### src/rtl/icache_prefetch.sv
`default_nettype none
// ============================================================================
// icache_prefetch : next-line I-cache prefetcher with outstanding-tag table
// Revision 1.0
// ============================================================================
module icache_prefetch #(
   parameter int PF_LINES = 4,
   parameter int SYS_XLEN = 32
) (
   input  logic                     clk,
   input  logic                     rst,
   input  logic [3:0]               Imem2pref_response,
   input  logic [3:0]               Imem2pref_tag,
   input  logic                     pf_bus_priority,
   input  logic                     branch,
   input  logic [2:0][SYS_XLEN-1:0] icache_req_addr,
   input  logic [2:0]               cachemem_valid,
   input  logic                     want_to_fetch,
   output logic                     icache_pref_done,
   output logic [1:0]               icache_pref_cmd,
   output logic [SYS_XLEN-1:0]      icache_pref_addr,
   output logic [4:0]               icache_pref_idx,
   output logic [7:0]               icache_pref_id,
   output logic                     icache_pref_wEN
);

   localparam int IDX_W = (PF_LINES > 1) ? $clog2(PF_LINES) : 1;
   localparam int CNT_W = $clog2(PF_LINES + 1);
   localparam logic [1:0] BUS_NONE = 2'd0;
   localparam logic [1:0] BUS_LOAD = 2'd1;

   typedef enum logic [1:0] {IDLE = 2'd0, ISSUE = 2'd1, DRAIN = 2'd2} state_t;

   state_t              state, state_nxt;
   logic [SYS_XLEN-1:0] next_addr;
   logic [CNT_W-1:0]    issued;
   logic [PF_LINES-1:0] tbl_valid, valid_nxt;
   logic [3:0]          tbl_tag [PF_LINES];
   logic [4:0]          tbl_idx [PF_LINES];
   logic [7:0]          tbl_id  [PF_LINES];

   logic                free_any, hit, start, load_ok, accept;
   logic [IDX_W-1:0]    free_sel, hit_sel;
   logic [SYS_XLEN-1:0] base_addr;
   logic                unused_bits;

   assign unused_bits = ^{icache_req_addr[2], icache_req_addr[1], icache_req_addr[0][2:0]};
   assign base_addr   = {icache_req_addr[0][SYS_XLEN-1:3], 3'b000} + SYS_XLEN'(8);

   // Lowest-numbered free entry and lowest-numbered tag match.
   always_comb begin
      free_any = 1'b0;
      free_sel = '0;
      hit      = 1'b0;
      hit_sel  = '0;
      for (int i = PF_LINES - 1; i >= 0; i--) begin
         if (!tbl_valid[i]) begin
            free_any = 1'b1;
            free_sel = IDX_W'(i);
         end
         if (tbl_valid[i] && (Imem2pref_tag != 4'd0) && (tbl_tag[i] == Imem2pref_tag)) begin
            hit     = 1'b1;
            hit_sel = IDX_W'(i);
         end
      end
   end

   assign start   = want_to_fetch && (cachemem_valid != 3'b111) && ((state == IDLE) || branch);
   assign load_ok = (state == ISSUE) && !pf_bus_priority && free_any;
   assign accept  = load_ok && (Imem2pref_response != 4'd0) && !branch;

   always_comb begin
      valid_nxt = tbl_valid;
      if (hit)    valid_nxt[hit_sel]  = 1'b0;
      if (accept) valid_nxt[free_sel] = 1'b1;
      if (branch) valid_nxt = '0;
   end

   always_comb begin
      state_nxt        = state;
      icache_pref_done = (state == IDLE);
      icache_pref_cmd  = load_ok ? BUS_LOAD : BUS_NONE;
      icache_pref_addr = next_addr;
      icache_pref_wEN  = hit;
      icache_pref_idx  = hit ? tbl_idx[hit_sel] : next_addr[7:3];
      icache_pref_id   = hit ? tbl_id[hit_sel]  : next_addr[15:8];
      if (branch) begin
         state_nxt = start ? ISSUE : IDLE;
      end else begin
         case (state)
            IDLE:    if (start) state_nxt = ISSUE;
            ISSUE:   if (accept && (issued == CNT_W'(PF_LINES - 1))) state_nxt = DRAIN;
            DRAIN:   if (valid_nxt == '0) state_nxt = IDLE;
            default: state_nxt = IDLE;
         endcase
      end
   end

   always_ff @(posedge clk or negedge rst) begin
      if (!rst) state <= IDLE;
      else      state <= state_nxt;
   end

   always_ff @(posedge clk or negedge rst) begin
      if (!rst) begin
         next_addr <= '0;
         issued    <= '0;
         tbl_valid <= '0;
         for (int i = 0; i < PF_LINES; i++) begin
            tbl_tag[i] <= '0;
            tbl_idx[i] <= '0;
            tbl_id[i]  <= '0;
         end
      end else begin
         tbl_valid <= valid_nxt;
         if (start) begin
            next_addr <= base_addr;
            issued    <= '0;
         end else if (accept) begin
            next_addr          <= next_addr + SYS_XLEN'(8);
            issued             <= issued + CNT_W'(1);
            tbl_tag[free_sel]  <= Imem2pref_response;
            tbl_idx[free_sel]  <= next_addr[7:3];
            tbl_id[free_sel]   <= next_addr[15:8];
         end
      end
   end

endmodule
`default_nettype wire

### config.mk
export PLATFORM = sky130hd
export DESIGN_NAME = icache_prefetch
export DESIGN_NICKNAME = d
export VERILOG_FILES = /design/src/rtl/icache_prefetch.sv
export SDC_FILE = /design/constraint.sdc
export NUM_CORES = 1
export LEC_CHECK = 0
export CAP_MARGIN = 5
export CELL_PAD_IN_SITES_DETAIL_PLACEMENT = 1
export CELL_PAD_IN_SITES_GLOBAL_PLACEMENT = 2
export CORE_AREA = 2 2 140 142
export DETAILED_ROUTE_END_ITERATION = 7
export DIE_AREA = 0 0 142 144
export PLACE_DENSITY = 0.9
export SYNTH_ARGS = -nofsm -noshare
export SYNTH_HDL_FRONTEND = slang
export SYNTH_SLANG_ARGS = --single-unit
### constraint.sdc
create_clock -name clk -period 5.4 [get_ports clk]
set_clock_uncertainty 0.1 [all_clocks]
set_input_delay 0.81 -clock clk [delete_from_list [all_inputs] [get_ports clk]]
set_output_delay 0.81 -clock clk [all_outputs]
set_load 0.02 [all_outputs]
==> impl_metrics.py <==
metrics = {
    "floorplanning": {
        "die_h_um": 144,
        "num_rows": 51,
        "num_io_pins": 161,
        "die_x_um": 142,
        "die-area_um2": 20400,
        "core_area_um2": 19100,
        "start_util_pct": 31.5,
    },
    "clocking": {
        "clock-sinks": 106,
        "clk-insertion-delay-late_ns": 0.36,
        "postCtsHoldBufs": 0,
        "post-cts-setup-buffer-count": 0,
        "cts_buffers": 9,
        "cts_root_buf": "clkbuf_16",
        "max-clock-path-buffers": 2,
        "cts_resized": 0,
        "cts_tree": "done",
        "clk_pin_slew_ns": 0.07,
        "htreeDepth": 3,
    },
    "placed_design": {
        "place_congestion": 0.821,
        "dp.cells": 902,
        "place_area_um2": 7130,
        "place_worst_setup_slack_ns": 0.483,
        "hpwlAfterDp_um": 13400,
        "port-buffer-count": 89,
    },
    "worst_setup_path": {
        "r2r_slack_ns": 1.62,
        "start_kind": "primary input",
        "worstSetupStartpoint": "Imem2pref_tag[3]",
        "setup.worst_path.end_class": "output port",
        "reg2reg_from": "state[1]",
        "cp_max_fo": 13,
        "critPathKind": "in2out",
        "rr_worst_depth": 13,
        "cp_data_arrival_time_ns": 3.90,
        "required_ns": 4.49,
        "r2r-end": "icache_pref_addr[31]",
    },
    "pwr": {
        "p_leak_nw": 2.93,
        "ir_drop_mv": 0.164,
        "p_clk_share_pct": 26.0,
        "total_power_mw": 2.52,
        "p_switching_mw": 0.841,
        "p_comb_share_pct": 28.6,
        "p_seq_share_pct": 45.4,
        "switching_share_pct": 33.4,
        "p_int_mw": 1.68,
        "p_per_area_nw_per_um2": 339,
    },
    "logic_synthesis": {
        "synth_top_area_share_pct": 44.2,
        "synth_edf_count": 0,
        "synth-seq-cells": 106,
        "synth_area_per_cell_um2": 9.91,
        "synth_area_leaders": "dfrtp_1 (44%), mux2_2 (12%), xnor2_1 (5.4%)",
        "synthFlopType": "dfrtp_1",
        "synth.distinct_cells": 47,
        "synth_area_um2": 6000,
        "post-synth-top-count-cell": "dfrtp_1",
        "synthTopCellsByCount": "dfrtp_1 (106), mux2_2 (64), a21oi_1 (50)",
        "ys_seq_area_share_pct": 44.2,
        "yosys.area.top_type": "dfrtp_1",
        "async_flop_share_pct": 100,
        "synth_cells": 606,
        "ys_warn_count": 0,
    },
    "grt": {
        "grt_max_degree": 82,
        "overflow": 0,
        "grt_antenna_before_repair": 0,
        "grt_pass1_wl_um": 30100,
        "grt_usage_pct": 18.9,
        "first_global_vias": 5518,
    },
    "min_path": {
        "whs_path_depth": 1,
        "min_from": "tbl_id[28]",
        "holdPathEnd": "tbl_id[28]",
        "min_path_type": "reg2reg",
    },
    "route": {
        "drt_pass1_iterations": 4,
        "ant_nets": 0,
        "routedWlPerCell_um": 20.3,
        "drtIter0Drc": 348,
        "vias": 5028,
        "drt_wl_total_um": 18600,
        "drc": 0,
        "vias_per_cell": 5.48,
    },
    "finish": {
        "final_cells": 917,
        "fill_cells": 2123,
        "fin_util_pct": 38.9,
        "fin_nets": 791,
        "area_growth_pct": 23.6,
        "antennaDiodeCount": 0,
        "drive_above_1_share_pct": 15.5,
        "design_area_um2": 7420,
    },
    "sta": {
        "finalSetupViolations": 0,
        "worst_slew_pin_slew_ns": 1.09,
        "period_minus_slack_ns": 4.81,
        "hold_viol_final": 0,
        "fmax_mhz": 208,
        "slew_violations": 0,
        "rsz0062_at_grt": "false",
        "finalCritPeriodShare_pct": 89.1,
        "worst_hold_slack_ns": 0.409,
        "setup_tns_ns": 0,
        "fin_ws_ns": 0.589,
        "timing.slew.headroom_pct": 27.2,
    },
    "flow_run": {
        "drv_cap": 0,
    },
    "run_status": {
        "status": "completed",
    },
}
-- routing by layer --
layer / GRT usage (%) / part of all wire [%] / vias to the layer above
li1: - / - / 2343
met1: 23.9 / 43 / 2580
met2: 33.4 / 51 / 87
met3: 3.25 / 3.7 / 18
met4: 5.42 / 1.4 / 0
met5: 0 / 0 / -
-- cells by family after synthesis --
family / after synthesis / synth area share [%]
simple gates: 195 / 16.8
buf+inv: 53 / 3.67
compound gates: 111 / 11.8
xor+xnor: 58 / 8.46
flops: 106 / 44.2
other cells: 1 / 0.0625
fa+ha+maj: 3 / 0.625
mux: 79 / 14.5
-- power groups by stage --
stage	Combinational, mW	Clock [mW]	Sequential, mW
final	0.720	0.654	1.14
after global placement	0.702	0	1.14
after global routing	0.785	0.699	1.17
after floorplan	0.420	0	1.12
after detailed placement	0.727	0	1.16
after CTS	0.732	0.674	1.14
-- cells in the final DEF (no fill, tap or decap), drive strengths merged, types with 4 or more instances in the layout --
cell,synthesis,routed
o221ai,13,13
buf,9,16
clkbuf,39,10
conb,1,4
o21a,4,4
or3,8,8
xnor2,37,37
mux2i,15,15
mux2,64,64
a31oi,6,6
nand4,21,21
xor2,21,21
nor3,26,26
and3,6,6
nand2,37,37
nand3,31,31
dfrtp,106,106
nor2,42,42
nor4,10,10
o21ai,13,13
clkdlybuf4s50,0,88
a21oi,50,50
o32ai,13,13
inv,5,5
-- critical path: stages --
cell and delay (ns):
clkdlybuf4s50_1 0.58, or3_1 0.45, nand2_1 0.07, a21o_1 0.43, nand2_1 0.49, o221ai_1 0.35
a21oi_1 0.14, clkdlybuf4s50_1 0.56
-- worst max path at each step --
stage / end / slack [ns] / cells past startpoint
3_3_place_gp: icache_pref_addr[31] / 0.58 / 13
3_5_place_dp: icache_pref_addr[31] / 0.48 / 13
2_1_floorplan: icache_pref_addr[27] / 1.46 / 15
6_report: icache_pref_idx[0] / 0.59 / 8
5_1_grt: icache_pref_idx[0] / 0.42 / 8
4_1_cts: icache_pref_idx[0] / 0.59 / 8
-- sequential cells by signal, summed over array words and instances, names as in the netlist --
signal            count
issued                3
tbl_valid             4
tbl_idx              20
tbl_tag              16
tbl_id               32
state                 2
icache_pref_addr     29
-- area by class of cell --
| type | count | area [um^2] | share of cell area [%] |
|---|---|---|---|
| clock inverter | 4 | 55.1 | 0.742 |
| sequential | 106 | 2650 | 35.7 |
| timing repair buffer | 104 | 1000 | 13.5 |
| tap | 238 | 298 | 4.01 |
| multi-input combinational | 450 | 3170 | 42.7 |
| clock buffer | 10 | 229 | 3.08 |
| inverter | 5 | 18.8 | 0.253 |
Power figures use the tool's default switching activity.
